==> config.mk <==
export PLATFORM = sky130hd
export DESIGN_NAME = draw_scheduler_flat
export DESIGN_NICKNAME = d
export VERILOG_FILES = /design/src/rtl/draw_scheduler_if.sv /design/src/rtl/draw_scheduler.sv /design/src/flat_wrapper.sv
export SDC_FILE = /design/constraint.sdc
export NUM_CORES = 1
export LEC_CHECK = 0
export ABC_AREA = 1
export CAP_MARGIN = 0
export CORE_UTILIZATION = 52
export DETAILED_ROUTE_END_ITERATION = 6
export GPL_TIMING_DRIVEN = 0
export PLACE_DENSITY = 0.87
export SKIP_CTS_REPAIR_TIMING = 1
export SLEW_MARGIN = 20
export SYNTH_ARGS = -nofsm -noshare
export SYNTH_HDL_FRONTEND = slang
export SYNTH_SLANG_ARGS = --single-unit
==> constraint.sdc <==
create_clock -name clk -period 2.4 [get_ports clk]
set_input_delay 0.48 -clock clk [delete_from_list [all_inputs] [get_ports clk]]
set_output_delay 0.48 -clock clk [all_outputs]
set_load 0.02 [all_outputs]
==> src/rtl/draw_scheduler_if.sv <==
// Processor plot, obstacle-memory read and VGA plot bus around draw_scheduler.
// The master modport is the scheduler's view of the bus; slave is the surroundings.
interface draw_scheduler_if;
    logic [7:0] proc_x;
    logic [7:0] proc_y;
    logic [2:0] proc_color;
    logic       proc_plot;
    logic [7:0] obs_x;
    logic [7:0] obs_y;
    logic [2:0] obs_mem;
    logic [7:0] vga_x;
    logic [7:0] vga_y;
    logic [2:0] vga_color;
    logic       vga_plot;

    modport master (
        input  proc_x, proc_y, proc_color, proc_plot, obs_mem,
        output obs_x, obs_y, vga_x, vga_y, vga_color, vga_plot
    );

    modport slave (
        output proc_x, proc_y, proc_color, proc_plot, obs_mem,
        input  obs_x, obs_y, vga_x, vga_y, vga_color, vga_plot
    );
endinterface

==> src/rtl/draw_scheduler.sv <==
// Full-screen redraw sequencer (optional background clear, obstacle cell scan) with a
// processor plot FIFO drained while idle. Define DRAW_CLEAR_EN to build the clear sweep.
module draw_scheduler #(
    parameter int unsigned SCR_W    = 160,
    parameter int unsigned SCR_H    = 120,
    parameter int unsigned CELL     = 8,
    parameter logic [2:0]  BG_COLOR = 3'b000,
    parameter int unsigned PQ_DEPTH = 4
) (
    input  logic             clk,
    input  logic             reset,
    input  logic             start_redraw,
    draw_scheduler_if.master bus,
    output logic             busy,
    output logic             done,
    output logic             ovf
);
    localparam logic [7:0]  LAST_CX = 8'(SCR_W / CELL - 1);
    localparam logic [7:0]  LAST_CY = 8'(SCR_H / CELL - 1);
    localparam logic [7:0]  LAST_D  = 8'(CELL - 1);
    localparam int unsigned PQ_AW   = $clog2(PQ_DEPTH);

`ifdef DRAW_CLEAR_EN
    localparam logic [7:0] LAST_PX = 8'(SCR_W - 1);
    localparam logic [7:0] LAST_PY = 8'(SCR_H - 1);
    typedef enum logic [2:0] {IDLE, CLEAR, OBS_ADDR, OBS_WAIT, OBS_DRAW} state_t;
    localparam state_t FIRST_STATE = CLEAR;
`else
    typedef enum logic [2:0] {IDLE, OBS_ADDR, OBS_WAIT, OBS_DRAW} state_t;
    localparam state_t FIRST_STATE = OBS_ADDR;
`endif

    state_t state, state_nx;

`ifdef DRAW_CLEAR_EN
    logic [7:0] px, py, px_nx, py_nx;
`endif
    logic [7:0] cx, cy, dx, dy;
    logic [7:0] cx_nx, cy_nx, dx_nx, dy_nx;
    logic [2:0] cell_color, cell_color_nx;
    logic       pending, pending_nx;
    logic       done_nx;
    logic       advance, last_cell;

    logic [7:0] obs_x_q, obs_y_q;
    logic [7:0] pix_x, pix_y;
    logic [2:0] pix_color;
    logic       pix_plot;
    logic [7:0] vga_x_q, vga_y_q;
    logic [2:0] vga_color_q;
    logic       vga_plot_q;

    logic [18:0]      fifo_mem [PQ_DEPTH];
    logic [PQ_AW-1:0] wr_ptr, rd_ptr;
    logic [PQ_AW:0]   count;
    logic             fifo_full, push, pop;

    assign fifo_full = (count == (PQ_AW + 1)'(PQ_DEPTH));
    // A full FIFO still accepts a write when the same cycle pops an entry.
    assign push      = bus.proc_plot && (!fifo_full || pop);
    assign last_cell = (cx == LAST_CX) && (cy == LAST_CY);

    assign busy          = (state != IDLE);
    assign bus.obs_x     = (state == OBS_ADDR) ? cx : obs_x_q;
    assign bus.obs_y     = (state == OBS_ADDR) ? cy : obs_y_q;
    assign bus.vga_x     = vga_x_q;
    assign bus.vga_y     = vga_y_q;
    assign bus.vga_color = vga_color_q;
    assign bus.vga_plot  = vga_plot_q;

    always_comb begin
        state_nx      = state;
`ifdef DRAW_CLEAR_EN
        px_nx         = px;
        py_nx         = py;
`endif
        cx_nx         = cx;
        cy_nx         = cy;
        dx_nx         = dx;
        dy_nx         = dy;
        cell_color_nx = cell_color;
        pending_nx    = pending | (start_redraw & busy);
        done_nx       = 1'b0;
        advance       = 1'b0;
        pop           = 1'b0;
        pix_x         = '0;
        pix_y         = '0;
        pix_color     = '0;
        pix_plot      = 1'b0;

        case (state)
            IDLE: begin
                if (start_redraw || pending) begin
                    pending_nx = 1'b0;
                    state_nx   = FIRST_STATE;
`ifdef DRAW_CLEAR_EN
                    px_nx      = '0;
                    py_nx      = '0;
`endif
                    cx_nx      = '0;
                    cy_nx      = '0;
                end else if (count != '0) begin
                    pop                        = 1'b1;
                    pix_plot                   = 1'b1;
                    {pix_x, pix_y, pix_color}  = fifo_mem[rd_ptr];
                end
            end
`ifdef DRAW_CLEAR_EN
            CLEAR: begin
                pix_plot  = 1'b1;
                pix_x     = px;
                pix_y     = py;
                pix_color = BG_COLOR;
                if (px == LAST_PX) begin
                    px_nx = '0;
                    if (py == LAST_PY) begin
                        state_nx = OBS_ADDR;
                        cx_nx    = '0;
                        cy_nx    = '0;
                    end else begin
                        py_nx = py + 8'd1;
                    end
                end else begin
                    px_nx = px + 8'd1;
                end
            end
`endif
            OBS_ADDR: state_nx = OBS_WAIT;
            OBS_WAIT: begin
                dx_nx = '0;
                dy_nx = '0;
`ifdef DRAW_CLEAR_EN
                cell_color_nx = bus.obs_mem;
                if (bus.obs_mem != 3'b000) state_nx = OBS_DRAW;
                else                       advance  = 1'b1;
`else
                // Without the clear sweep, empty cells are painted as background squares.
                cell_color_nx = (bus.obs_mem == 3'b000) ? BG_COLOR : bus.obs_mem;
                state_nx      = OBS_DRAW;
`endif
            end
            OBS_DRAW: begin
                pix_plot  = 1'b1;
                pix_x     = 8'(cx * CELL + dx);
                pix_y     = 8'(cy * CELL + dy);
                pix_color = cell_color;
                if (dx == LAST_D) begin
                    dx_nx = '0;
                    if (dy == LAST_D) advance = 1'b1;
                    else              dy_nx   = dy + 8'd1;
                end else begin
                    dx_nx = dx + 8'd1;
                end
            end
            default: state_nx = IDLE;
        endcase

        if (advance) begin
            if (last_cell) begin
                state_nx = IDLE;
                done_nx  = 1'b1;
                cx_nx    = '0;
                cy_nx    = '0;
            end else begin
                state_nx = OBS_ADDR;
                if (cx == LAST_CX) begin
                    cx_nx = '0;
                    cy_nx = cy + 8'd1;
                end else begin
                    cx_nx = cx + 8'd1;
                end
            end
        end
    end

    always_ff @(posedge clk) begin
        if (reset) begin
            state       <= IDLE;
`ifdef DRAW_CLEAR_EN
            px          <= '0;
            py          <= '0;
`endif
            cx          <= '0;
            cy          <= '0;
            dx          <= '0;
            dy          <= '0;
            cell_color  <= '0;
            pending     <= 1'b0;
            done        <= 1'b0;
            ovf         <= 1'b0;
            obs_x_q     <= '0;
            obs_y_q     <= '0;
            vga_x_q     <= '0;
            vga_y_q     <= '0;
            vga_color_q <= '0;
            vga_plot_q  <= 1'b0;
            wr_ptr      <= '0;
            rd_ptr      <= '0;
            count       <= '0;
        end else begin
            state       <= state_nx;
`ifdef DRAW_CLEAR_EN
            px          <= px_nx;
            py          <= py_nx;
`endif
            cx          <= cx_nx;
            cy          <= cy_nx;
            dx          <= dx_nx;
            dy          <= dy_nx;
            cell_color  <= cell_color_nx;
            pending     <= pending_nx;
            done        <= done_nx;
            vga_x_q     <= pix_x;
            vga_y_q     <= pix_y;
            vga_color_q <= pix_color;
            vga_plot_q  <= pix_plot;
            if (state == OBS_ADDR) begin
                obs_x_q <= cx;
                obs_y_q <= cy;
            end
            if (push) wr_ptr <= wr_ptr + 1'b1;
            if (pop)  rd_ptr <= rd_ptr + 1'b1;
            if (push && !pop)      count <= count + 1'b1;
            else if (pop && !push) count <= count - 1'b1;
            if (bus.proc_plot && !push) ovf <= 1'b1;
        end
    end

    always_ff @(posedge clk) begin
        if (push) fifo_mem[wr_ptr] <= {bus.proc_x, bus.proc_y, bus.proc_color};
    end
endmodule

==> src/flat_wrapper.sv <==
// flat-port wrapper written by rule: the top's interface ports become plain ports
module draw_scheduler_flat 
#(
    parameter int unsigned SCR_W    = 160,
    parameter int unsigned SCR_H    = 120,
    parameter int unsigned CELL     = 8,
    parameter logic [2:0]  BG_COLOR = 3'b000,
    parameter int unsigned PQ_DEPTH = 4
)
  (clk, reset, start_redraw, busy, done, ovf, bus_proc_x, bus_proc_y, bus_proc_color, bus_proc_plot, bus_obs_mem, bus_obs_x, bus_obs_y, bus_vga_x, bus_vga_y, bus_vga_color, bus_vga_plot);
  draw_scheduler_if bus_i ();
  input  logic clk;
  input  logic reset;
  input  logic start_redraw;
  output logic busy;
  output logic done;
  output logic ovf;
  input wire logic [$bits(bus_i.proc_x)-1:0] bus_proc_x;
  input wire logic [$bits(bus_i.proc_y)-1:0] bus_proc_y;
  input wire logic [$bits(bus_i.proc_color)-1:0] bus_proc_color;
  input wire logic [$bits(bus_i.proc_plot)-1:0] bus_proc_plot;
  input wire logic [$bits(bus_i.obs_mem)-1:0] bus_obs_mem;
  output wire logic [$bits(bus_i.obs_x)-1:0] bus_obs_x;
  output wire logic [$bits(bus_i.obs_y)-1:0] bus_obs_y;
  output wire logic [$bits(bus_i.vga_x)-1:0] bus_vga_x;
  output wire logic [$bits(bus_i.vga_y)-1:0] bus_vga_y;
  output wire logic [$bits(bus_i.vga_color)-1:0] bus_vga_color;
  output wire logic [$bits(bus_i.vga_plot)-1:0] bus_vga_plot;
  assign bus_i.proc_x = bus_proc_x;
  assign bus_i.proc_y = bus_proc_y;
  assign bus_i.proc_color = bus_proc_color;
  assign bus_i.proc_plot = bus_proc_plot;
  assign bus_i.obs_mem = bus_obs_mem;
  assign bus_obs_x = bus_i.obs_x;
  assign bus_obs_y = bus_i.obs_y;
  assign bus_vga_x = bus_i.vga_x;
  assign bus_vga_y = bus_i.vga_y;
  assign bus_vga_color = bus_i.vga_color;
  assign bus_vga_plot = bus_i.vga_plot;
  draw_scheduler #(.SCR_W(SCR_W), .SCR_H(SCR_H), .CELL(CELL), .BG_COLOR(BG_COLOR), .PQ_DEPTH(PQ_DEPTH)) u_core (.clk(clk), .reset(reset), .start_redraw(start_redraw), .bus(bus_i), .busy(busy), .done(done), .ovf(ovf));
endmodule
==> results.py, run 1 <==
metrics = {
    "run_status": {
        "status": "finished, final reports clean",
    },
    "yosys": {
        "synth_cell_types": 41,
        "synth_fp_nets": 871,
        "async_reset_ff_share_pct": 0,
        "synth_seq_cells": 161,
        "synth-main-ff-cell": "dfxtp_1",
        "synth_adder_area_share_pct": 4.61,
        "synth_warnings": 0,
        "synth_xor_area_share_pct": 0.482,
        "synth_simple_gate_area_share_pct": 21.2,
        "synth_edf_count": 76,
        "synth-seq-area-share_pct": 54.8,
        "synth_top_family_by_area": "simple AND/OR/NAND/NOR gates",
        "synth_compound_area_share_pct": 13.3,
        "muxShareOfSynthArea_pct": 0,
        "syn-mean-instance-area_um2": 8.87,
        "synth_cells": 820,
        "syn_area_mm2": 0.00727,
    },
    "worst_setup_path": {
        "r2r_cells": 14,
        "reg2reg_from": "u_core.state[1]",
        "crit_family": "buffers and inverters",
        "critPathMaxFanout": 10,
        "cp_slowest_stage_delay_ns": 0.35,
        "path_cells": "inv_1 -> ha_4 -> inv_2 -> clkbuf_4 -> nand2_1 -> nand2_1 -> dlymetal6s2s_1",
        "required_ns": 1.92,
        "path_class": "reg2out",
        "arrival_ns": 1.89,
        "reg2reg_slack_ns": 0.10,
        "cpMostUsedCell": "nand2_1",
        "timing.rr.end": "u_core.count[2]",
        "path_buf_inv": 4,
        "crit_path_top_delay_cell": "dfxtp_1",
        "endpoint_kind": "output port",
        "start_kind": "register",
    },
    "sta": {
        "setup_viol_count_final": 0,
        "clock.fmax_mhz": 423,
        "finalMaxSlewViolations": 0,
        "relSlewSlack_pct": 54.5,
        "whs_ns": 0.280,
        "tightest_slew_ns": 0.683,
        "final_hold_viol_count": 0,
        "fin_ws_ns": 0.0348,
        "period_minus_slack_ns": 2.37,
        "finalCritPeriodShare_pct": 98.5,
        "fin_skew_ns": 0.0117,
        "rsz0062_at_grt": "yes",
    },
    "grt": {
        "grt_max_degree": 18,
        "overflow": 0,
        "antenna_found_initial": 0,
        "grt_use_total_pct": 26.0,
        "grt_pass1_vias": 5988,
        "grt_pass1_wl_mm": 28.6,
    },
    "floorplanning": {
        "die_w_um": 120,
        "io_pins": 65,
        "std_cell_rows": 42,
        "start_util_pct": 54.0,
        "die-area_mm2": 0.0145,
        "coreArea_mm2": 0.0135,
        "die_y_um": 120,
    },
    "finish": {
        "drive_above_1_share_pct": 10.5,
        "mostFrequentLayoutCells": "nand2_1, nor2_1, dfxtp_1",
        "finalInstanceArea_mm2": 0.00890,
        "fillCellCount": 1009,
        "syn_to_final_growth_pct": 22.4,
        "fin_cells": 1097,
        "num-nets-final": 959,
        "antenna_cells": 0,
        "layout_commonest_cell": "nand2_1",
    },
    "routing": {
        "wl_per_cell_um": 16.5,
        "dr.pass1.iters": 6,
        "drt_iter0_drc": 679,
        "totalWireLength_mm": 18.1,
        "vias_per_cell": 5.69,
        "drc": 0,
        "antenna_left": 0,
        "num_vias": 6238,
    },
    "placed_design": {
        "dp_hpwl_mm": 12.1,
        "dp_cells": 1063,
        "place_area_mm2": 0.00819,
        "portBuffers": 63,
        "preCtsSetupSlack_ns": -0.587,
        "place_congestion": 0.929,
    },
    "clocking": {
        "clock_sinks": 161,
        "cts.path.max_buffers": 2,
        "htree_levels": 4,
        "clk_pin_slew_worst_paths_ns": 0.07,
        "cts-root-buf": "clkbuf_16",
        "tritoncts": "done",
        "cts_inserted_buffers": 17,
        "insertion_delay_ns": 0.44,
    },
    "worst_hold_path": {
        "hold_depth": 2,
        "hold_path_startpoint": "reset",
        "whs_endpoint": "u_core.done",
        "hold_class": "in2reg",
    },
    "pwr": {
        "power.leakage_uw": 0.00370,
        "total_power_uw": 7900,
        "power.density_mw_per_mm2": 887,
        "vdd_drop_max_v": 0.000741,
    },
    "job": {
        "cap_violations": 0,
    },
}
power by group:
part / switching, uW / total (uW) / internal [uW] / leakage (uW)
Clock: 1200 / 2690 / 1500 / 0.000290
Sequential: 118 / 3270 / 3150 / 0.00139
Combinational: 1290 / 1940 / 643 / 0.00202
Total: 2610 / 7900 / 5290 / 0.00370
layout make-up:
type | instances | area, um^2 | area share (%)
Clock inverter | 13 | 145 | 1.63
Sequential cell | 161 | 3990 | 44.8
Clock buffer | 19 | 443 | 4.98
Buffer | 32 | 181 | 2.04
Tap cell | 176 | 220 | 2.47
Timing Repair Buffer | 71 | 756 | 8.49
Multi-Input combinational cell | 566 | 2940 | 33.1
Inverter | 59 | 224 | 2.52
cells by family (layout without fill, tap and decap cells):
group | Yosys count | count (layout)
xor+xnor | 4 | 4
fa+ha+maj | 25 | 25
compound gates | 174 | 174
buf+inv | 93 | 194
simple gates | 363 | 363
flops | 161 | 161
registers in the layout, summed over array words and instances (netlist names), 2 cells and up, named ones only:
register,flops
u_core.cy,8
u_core.bus.vga_y,8
u_core.cx,8
u_core.dy,8
u_core.state,2
u_core.bus.vga_color,3
u_core.obs_y_q,8
u_core.cell_color,3
u_core.rd_ptr,2
u_core.count,3
u_core.obs_x_q,8
u_core.wr_ptr,2
u_core.fifo_mem,76
u_core.dx,8
u_core.bus.vga_x,8
layer usage:
layer,share of wire (%),GRT usage [%]
met5,0,0
met4,3.0,13.7
met3,9.6,6.27
met2,49,44.5
met1,39,30.2
synth_stat cells (7+ instances only):
cell      count  area, um^2
dfxtp_1      85        1700
inv_2         7        26.3
nor3_1        7        35.0
nand2_1     180         676
a22oi_1      13        97.6
o22ai_1      17         106
o21ai_0      48         240
nor2_1      105         394
ha_1         22         275
buf_2         9        45.0
clkbuf_1     16        60.1
a21oi_1      68         340
edfxtp_1     76        2280
inv_1        50         188
o21ai_1      14        70.1
nand3_1      45         225
metrics by stage:
step	util [%]	setup TNS (ns)
2_1_floorplan	-	0
6_report	66.1	0
4_1_cts	65.3	-17.22
3_3_place_gp	60.4	-85.16
5_1_grt	66.1	-0.0851
3_5_place_dp	60.9	-27.44
how the worst max path moves through the flow:
stage,start,to,slack (ns),cells after the start
after global placement,start_redraw,u_core.fifo_mem[0][10],-1.06,6
final,u_core.state[1],bus_obs_x[1],0.03,7
after global routing,u_core.state[1],u_core.count[2],-0.05,14
after CTS,u_core.state[1],bus_obs_x[1],-1.0,8
after detailed placement,start_redraw,u_core.count[1],-0.59,11
after floorplan,u_core.state[0],u_core.fifo_mem[0][0],0.11,7
(Power assumes the default switching activity.)
==> run 2: changes to the inputs <==
--- a/config.mk
+++ b/config.mk
@@ -8,6 +8,8 @@
 export ABC_AREA = 1
 export CAP_MARGIN = 0
 export CORE_UTILIZATION = 52
+export CTS_CLUSTER_DIAMETER = 100
+export CTS_CLUSTER_SIZE = 24
 export DETAILED_ROUTE_END_ITERATION = 6
 export GPL_TIMING_DRIVEN = 0
 export PLACE_DENSITY = 0.87
==> results of run 2 <==
Final layout, timing and power as in run 1 (identical DEF).
